==> src/rtl/sync_filter_pkg.sv <==
// Shared sizing helpers for the CDC input conditioners.
package sync_filter_pkg;

  function automatic int clog2(input int v);
    int r;
    int x;
    r = 0;
    x = v - 1;
    while (x > 0) begin
      r = r + 1;
      x = x >> 1;
    end
    return r;
  endfunction

  // Persistence counter width; a one-cycle filter still keeps a 1-bit counter.
  function automatic int cnt_width(input int filt);
    return (clog2(filt) < 1) ? 1 : clog2(filt);
  endfunction

endpackage

==> src/rtl/sync_filter_ch.sv <==
// One channel: flop synchroniser, persistence filter, registered edge pulses, sticky event flag.
// Latency: STAGES+FILT_CYCLES-1 clocks from d_i sample to q_o.
// No backpressure; every clock samples the input.
module sync_filter_ch #(
  parameter int   STAGES      = 2,
  parameter int   FILT_CYCLES = 4,
  parameter logic RST_VAL     = 1'b0
) (
  input  logic clk_i,
  input  logic rst_i,
  input  logic d_i,
  input  logic clr_i,
  output logic q_o,
  output logic rise_o,
  output logic fall_o,
  output logic evt_o
);
  import sync_filter_pkg::*;

  localparam int            CW      = cnt_width(FILT_CYCLES);
  localparam logic [CW-1:0] CNT_MAX = CW'(FILT_CYCLES - 1);

  (* ASYNC_REG = "TRUE" *) logic [STAGES-1:0] sync_r;
  logic          s_sync;
  logic [CW-1:0] cnt;
  logic          fire;

  // Plain shift chain: nothing but flops between stages.
  always_ff @(posedge clk_i or posedge rst_i) begin
    if (rst_i) begin
      sync_r <= {STAGES{RST_VAL}};
    end else begin
      sync_r <= {sync_r[STAGES-2:0], d_i};
    end
  end

  assign s_sync = sync_r[STAGES-1];
  assign fire   = (s_sync != q_o) && (cnt == CNT_MAX);

  always_ff @(posedge clk_i or posedge rst_i) begin
    if (rst_i) begin
      cnt    <= '0;
      q_o    <= RST_VAL;
      rise_o <= 1'b0;
      fall_o <= 1'b0;
      evt_o  <= 1'b0;
    end else begin
      rise_o <= fire && s_sync;
      fall_o <= fire && !s_sync;
      if (s_sync == q_o) begin
        cnt <= '0;
      end else if (fire) begin
        q_o <= s_sync;
        cnt <= '0;
      end else begin
        cnt <= cnt + CW'(1);
      end
      // An edge in the same cycle as a clear keeps the flag set.
      if (fire) begin
        evt_o <= 1'b1;
      end else if (clr_i) begin
        evt_o <= 1'b0;
      end
    end
  end

endmodule

==> src/rtl/sync_filter.sv <==
// Multi-channel async input conditioner: one independent sync_filter_ch per bit.
// Latency: STAGES+FILT_CYCLES-1 clocks per channel; no cross-channel coherency.
// No backpressure; outputs update every clock.
module sync_filter #(
  parameter int   CHANNELS    = 4,
  parameter int   STAGES      = 2,
  parameter int   FILT_CYCLES = 4,
  parameter logic RST_VAL     = 1'b0
) (
  input  logic                clk_i,
  input  logic                rst_i,
  input  logic [CHANNELS-1:0] d_i,
  input  logic [CHANNELS-1:0] clr_i,
  output logic [CHANNELS-1:0] q_o,
  output logic [CHANNELS-1:0] rise_o,
  output logic [CHANNELS-1:0] fall_o,
  output logic [CHANNELS-1:0] evt_o
);

  for (genvar i = 0; i < CHANNELS; i++) begin : g_ch
    sync_filter_ch #(
      .STAGES      (STAGES),
      .FILT_CYCLES (FILT_CYCLES),
      .RST_VAL     (RST_VAL)
    ) u_ch (
      .clk_i  (clk_i),
      .rst_i  (rst_i),
      .d_i    (d_i[i]),
      .clr_i  (clr_i[i]),
      .q_o    (q_o[i]),
      .rise_o (rise_o[i]),
      .fall_o (fall_o[i]),
      .evt_o  (evt_o[i])
    );
  end

endmodule

==> config.mk <==
export PLATFORM = sky130hd
export DESIGN_NAME = sync_filter
export DESIGN_NICKNAME = d
export VERILOG_FILES = /design/src/rtl/sync_filter_pkg.sv /design/src/rtl/sync_filter_ch.sv /design/src/rtl/sync_filter.sv
export SDC_FILE = /design/constraint.sdc
export NUM_CORES = 1
export LEC_CHECK = 0
export ABC_AREA = 1
export CELL_PAD_IN_SITES_DETAIL_PLACEMENT = 1
export CELL_PAD_IN_SITES_GLOBAL_PLACEMENT = 2
export CORE_ASPECT_RATIO = 0.5
export CORE_MARGIN = 3
export CORE_UTILIZATION = 34
export CTS_BUF_LIST = sky130_fd_sc_hd__clkbuf_8
export DETAILED_ROUTE_END_ITERATION = 6
export GPL_TIMING_DRIVEN = 0
export PLACE_DENSITY = 0.93
export SYNTH_ARGS = -nofsm -noshare
export SYNTH_HDL_FRONTEND = slang
export SYNTH_HIERARCHICAL = 1
export SYNTH_SLANG_ARGS = --single-unit
==> constraint.sdc <==
create_clock -name clk_i -period 2.25 [get_ports clk_i]
set_clock_uncertainty 0.15 [all_clocks]
set_input_delay 0.3375 -clock clk_i [delete_from_list [all_inputs] [get_ports clk_i]]
set_output_delay 0.3375 -clock clk_i [all_outputs]
set_load 0.02 [all_outputs]
== Word-level counts from Yosys, hierarchy flattened ==
Cells that the tools add are included.

* Register bits: 32
* Input bits: 10
* Output and inout port bits: 16
* Word-level logic and storage cells: 84

* Add/sub/neg operators: 4
* Eq/ne operators: 12
* Muxes and demuxes: 16
* Bitwise logic cells: 4
* Reductions and logical operators: 24

{| class="wikitable"
|+ Operator list
! kind !! number
|-
| 2-bit two-way mux || 8
|-
| 1-bit logical AND || 12
|-
| 2-bit by 1-bit adder with 2-bit output, second input constant || 4
|-
| 2-bit equality test, second input constant || 4
|-
| 1-bit two-way mux || 8
|-
| 2-bit AND reduction || 4
|-
| 2-bit nonzero test || 4
|-
| 1-bit equality test || 4
|-
| 1-bit zero test || 4
|-
| 1-bit inequality test || 4
|-
| 1-bit NOT || 4
|}

== Logic depth before layout (Yosys ltp) ==
* Word-level depth: 4
* Gate-level depth with buffers: 4
* Gate-level depth less buffers: 4

== Hierarchy ==
The synthesis kept the hierarchy.

{| class="wikitable"
|+ By module, submodules not included
! module !! times used !! cells each !! area each (um^2) !! seq. area each (um^2)
|-
| sync_filter_ch || 4 || 29 || 294.0 || 200.2
|}

== Least setup slack after synthesis ==
OpenSTA, ideal clock, no wires.

* Path kind: reg2reg
* Start: register g_ch[0].u_ch.cnt[0]
* End: register g_ch[0].u_ch.evt_o
* Library setup time: 128 ps
* Data arrival time: 755 ps
* Required time: 1,972 ps
* Setup slack: 1,217 ps
* Cell stages (with the launch flop): 4
* Buffers on the path: 0
* Period minus slack after synthesis: 1,033 ps
* Cells stage by stage: dfrtp_1 > ha_1 > nand3_1 > nand3_1

* Cells in the longest elaborated chain, start to end: 3
* Elaborated cells on any way between the ends: 4
* Classes of those cells: eq/ne (1); mux (1); reduce/logical (2)

{| class="wikitable"
|+ Ends and longest elaborated chain
! element !! RTL line !! RTL
|-
| from (decl) || sync_filter_ch.sv:25 || <nowiki>logic [CW-1:0] cnt;</nowiki>
|-
| from (signal assigned) || sync_filter_ch.sv:56 || <nowiki>cnt <= cnt + CW'(1);</nowiki>
|-
| 2-bit equality test (*) || sync_filter_ch.sv:38 || <nowiki>assign fire = (s_sync != q_o) && (cnt == CNT_MAX);</nowiki>
|-
| 1-bit logical AND (*) || sync_filter_ch.sv:38 ||
|-
| 1-bit two-way mux or 2-bit nonzero test (tied branches) || -- ||
|-
| to (signal assigned) || sync_filter_ch.sv:46 || <nowiki>evt_o <= 1'b0;</nowiki>
|-
| to (signal assigned) || sync_filter_ch.sv:60 || <nowiki>evt_o <= 1'b1;</nowiki>
|-
| to (signal assigned) || sync_filter_ch.sv:62 || <nowiki>evt_o <= 1'b0;</nowiki>
|-
| to (decl) || sync_filter_ch.sv:16 || <nowiki>output logic evt_o</nowiki>
|}

Every way passes the cells marked *; elsewhere a longest branch is shown, timed or not.
A chain may end at the register's enable or synchronous reset.

== Final worst setup path ==
* Start: register g_ch[1].u_ch.q_o
* End: output q_o[1]

{| class="wikitable"
|+ RTL lines
! element !! RTL line !! RTL
|-
| from (decl) || sync_filter_ch.sv:13 || <nowiki>output logic q_o,</nowiki>
|-
| from (signal assigned) || sync_filter_ch.sv:53 || <nowiki>q_o <= s_sync;</nowiki>
|-
| to (decl) || sync_filter.sv:14 || <nowiki>output logic [CHANNELS-1:0] q_o,</nowiki>
|}

No word-level cell between the ends.

==> metrics.md <==
| Metric | Value |
|---|---|
| Synth cell count leaders | `inv_1, dfrtp_1, nand2_1` |
| Clock power share | `0.236` |
| Mapped cell area | `between 0.001 and 0.0015 sq mm` |
| Wire per inst | `11.5 um` |
| Async SR Flop Fraction | `1.00` |
| Crit Path Class | `flop to output pin` |
| Ant diodes | `0` |
| Nets | `162` |
| CTS tree | `yes` |
| Share of the synthesized area in the top cell type | `0.681` |
| Total placed cells including tap cells | `181` |
| RSZ-0062 raised after global routing | `false` |
| Top-count cell post-synth | `inv_1` |
| Post-Syn Area per Cell | `10.1 sq um` |
| Final setup TNS | `0 ns` |
| Vias in the first global route | `812` |
| Initial antenna violation count | `0` |
| Post-route clock period utilization | `0.803` |
| Status | `completed` |
| Drt first pass iters | `3` |
| Reg2reg path depth | `3` |
| WP data required | `~1.8 ns` |
| CP cell instances | `clkdlybuf4s50_1` |
| WP data arrival | `1.32 ns` |
| Number of synthesized flops with an enable pin | `0` |
| CTS sink cnt | `32` |
| Final setup margin | `around 0.44 ns` |
| Post-CTS Resized | `0` |
| Worst Setup SP | `g_ch[1].u_ch/q_o$_DFFE_PP0P_` |
| CP bufs+invs | `1` |
| Hold Path Class | `flop to flop` |
| Global-route usage over all layers | `0.119` |
| Final Hold Fails | `0` |
| Post-route DRC | `0` |
| Net Sw Power | `about 560 uW` |
| Area growth syn-to-layout | `32.1%` |
| Seq cells post-synth | `32` |
| Post-CTS setup buffers | `0` |
| Sequential cell fraction of total power | `0.471` |
| CP max stage cell | `clkdlybuf4s50_1` |
| Placer congestion estimate | `0.751` |
| Crit path depth | `1` |
| Via count | `801` |
| Slew headroom | `0.780` |
| R2r endpoint | `g_ch[3].u_ch/evt_o$_DFFE_PP0P_` |
| Final hold slack | `0.201 ns` |
| Synth unique cells | `6` |
| Pre-CTS setup slack | `0.739 ns` |
| IO Port Bufs | `25` |
| Final min period | `1.81 ns` |
| Placed wire-length estimate | `1650 um` |
| Chip width | `89.2 um` |
| Root buffer cell | `clkbuf_8` |
| Num rows | `14` |
| Crit end category | `output pin` |
| Full die area | `0.00424 sq mm` |
| DR iter-0 viols | `47` |
| Synth area leaders | `dfrtp_1, inv_1, nand2_1, nand3_1, ha_1` |
| Clock Tree Buf Depth | `2` |
| Final Max Tran Viols | `0` |
| Post-Syn Instances | `between 100 and 150` |
| Core Area | `0.00315 sq mm` |
| Slowest cell delay on critical path | `approximately 0.63 ns` |
| Peak Freq | `553 MHz` |
| Inserted Clock Buffers | `5` |
| Post-cts hold buffer count | `0` |
| Warnings, synthesis | `6` |
| Sequential Area | `around 800 sq um` |
| Worst-Margin Slew | `0.329 ns` |
| Syn Nets | `130` |
| Grt ovf | `0` |
| Number of I/O pins | `26` |
| Setup crit end | `q_o[1]` |
| CTS H-tree lvls | `2` |
| Crit start category | `flop` |
| P_int | `1130 uW` |
| # fillers | `376` |
| Reg2reg setup slack | `about 1.1 ns` |
| Critical path's top delay family | `buffers and inverters` |
| Power share of the combinational group | `0.293` |
| Die span in y | `between 40 and 50 um` |
| Final setup violation count | `0` |
| Total Routed Length | `2170 um` |
| Antenna-violating nets left | `0` |
| Layout Cells excl Fill | `188` |
| R2r startpoint | `g_ch[3].u_ch/cnt[0]$_DFF_PP0_` |
| Via density | `4.26` |
| Number of max-cap violations | `0` |
| Switch share | `0.331` |
| Starting Density | `0.373` |
| Pin count of the biggest net entering global routing | `10` |
| Clock insertion delay at the later pin of the skew report | `0.27 ns` |
| First-pass GRT wire length | `3580 um` |
| Main synth FF type | `dfrtp_1` |
| Max IR drop VDD | `0.353 mV` |
| Fin util | `0.493` |
| Seq/Total Area, Yosys | `0.681` |
| Cell taking the most area after synthesis | `dfrtp_1` |
| Layout cells sized above 1 | `0.0405` |
| PD cells | `1090 mW/mm^2` |
| Static Leak | `between 0.0008 and 0.0009 uW` |
| Area of the multi-input gates | `240 sq um` |
| Max Fanout on Critical Path | `5` |
| Clock transition at path regs | `~0.060 ns` |
[how the worst min path moves through the flow]
stage / cells after the start / start / end
floorplan: 1 / rst_i / g_ch[0].u_ch/cnt[0]$_DFF_PP0_
global placement: 0 / g_ch[1].u_ch/sync_r[0]$_DFF_PP0_ / g_ch[1].u_ch/sync_r[1]$_DFF_PP0_
detailed placement: 0 / g_ch[3].u_ch/sync_r[0]$_DFF_PP0_ / g_ch[3].u_ch/sync_r[1]$_DFF_PP0_
CTS: 0 / g_ch[3].u_ch/sync_r[0]$_DFF_PP0_ / g_ch[3].u_ch/sync_r[1]$_DFF_PP0_
global route: 0 / g_ch[3].u_ch/sync_r[0]$_DFF_PP0_ / g_ch[3].u_ch/sync_r[1]$_DFF_PP0_
finish: 0 / g_ch[2].u_ch/sync_r[0]$_DFF_PP0_ / g_ch[2].u_ch/sync_r[1]$_DFF_PP0_
[metal layers]
| metal | vias to the layer above | wire length [um] | GRT usage |
|---|---|---|---|
| li1 | 403 | - | - |
| met1 | 381 | 938 | 0.130 |
| met2 | 15 | 1100 | 0.208 |
| met3 | 2 | 103 | 0.0533 |
| met4 | 0 | 27 | 0.0534 |
| met5 | - | 0 | 0 |
[per-stage QoR]
| step | power, uW | cell area [sq um] |
|---|---|---|
| CTS | 1730 | 1550 |
| global route | 1820 | 1550 |
| floorplan | 1090 | 1180 |
| detailed placement | 1310 | 1480 |
| finish | 1690 | 1550 |
| global placement | 1270 | 1480 |
[registers in the layout, indices dropped and copies added (netlist names)]
name              cells
g_ch.u_ch/cnt         8
g_ch.u_ch/evt_o       4
g_ch.u_ch/fall_o      4
g_ch.u_ch/q_o         4
g_ch.u_ch/rise_o      4
g_ch.u_ch/sync_r      8
[cell usage in the layout, fill, tap and decap left out, drive strengths merged]
cell type | Yosys | final
a21oi | 8 | 8
clkbuf | 0 | 5
clkdlybuf4s50 | 0 | 25
clkinv | 0 | 1
dfrtp | 32 | 32
ha | 4 | 4
inv | 36 | 37
nand2 | 24 | 24
nand3 | 12 | 12
[final cells by class]
type,count,area share
flip-flops and latches,32,0.515
repair buffers,25,0.161
multi-input cells,48,0.155
inverters,36,0.0870
clock buffers,5,0.0443
well taps,40,0.0322
clock inverters,2,0.00564
[power by group through the flow]
stage	registers (uW)	logic [uW]	clock network (uW)
3_5_place_dp	808	500	0
5_1_grt	814	562	448
3_3_place_gp	797	471	0
6_report	799	497	399
4_1_cts	800	507	420
2_1_floorplan	862	232	0
[cell families after synthesis]
| logic type | Yosys count | share of synthesized area |
|---|---|---|
| and+or+nand+nor | 36 | 0.128 |
| DFF | 32 | 0.681 |
| buffers and inverters | 36 | 0.115 |
| adders and majority gates | 4 | 0.0426 |
| AOI/OAI and AO/OA | 8 | 0.0340 |
Power figures use the tool's default switching activity.
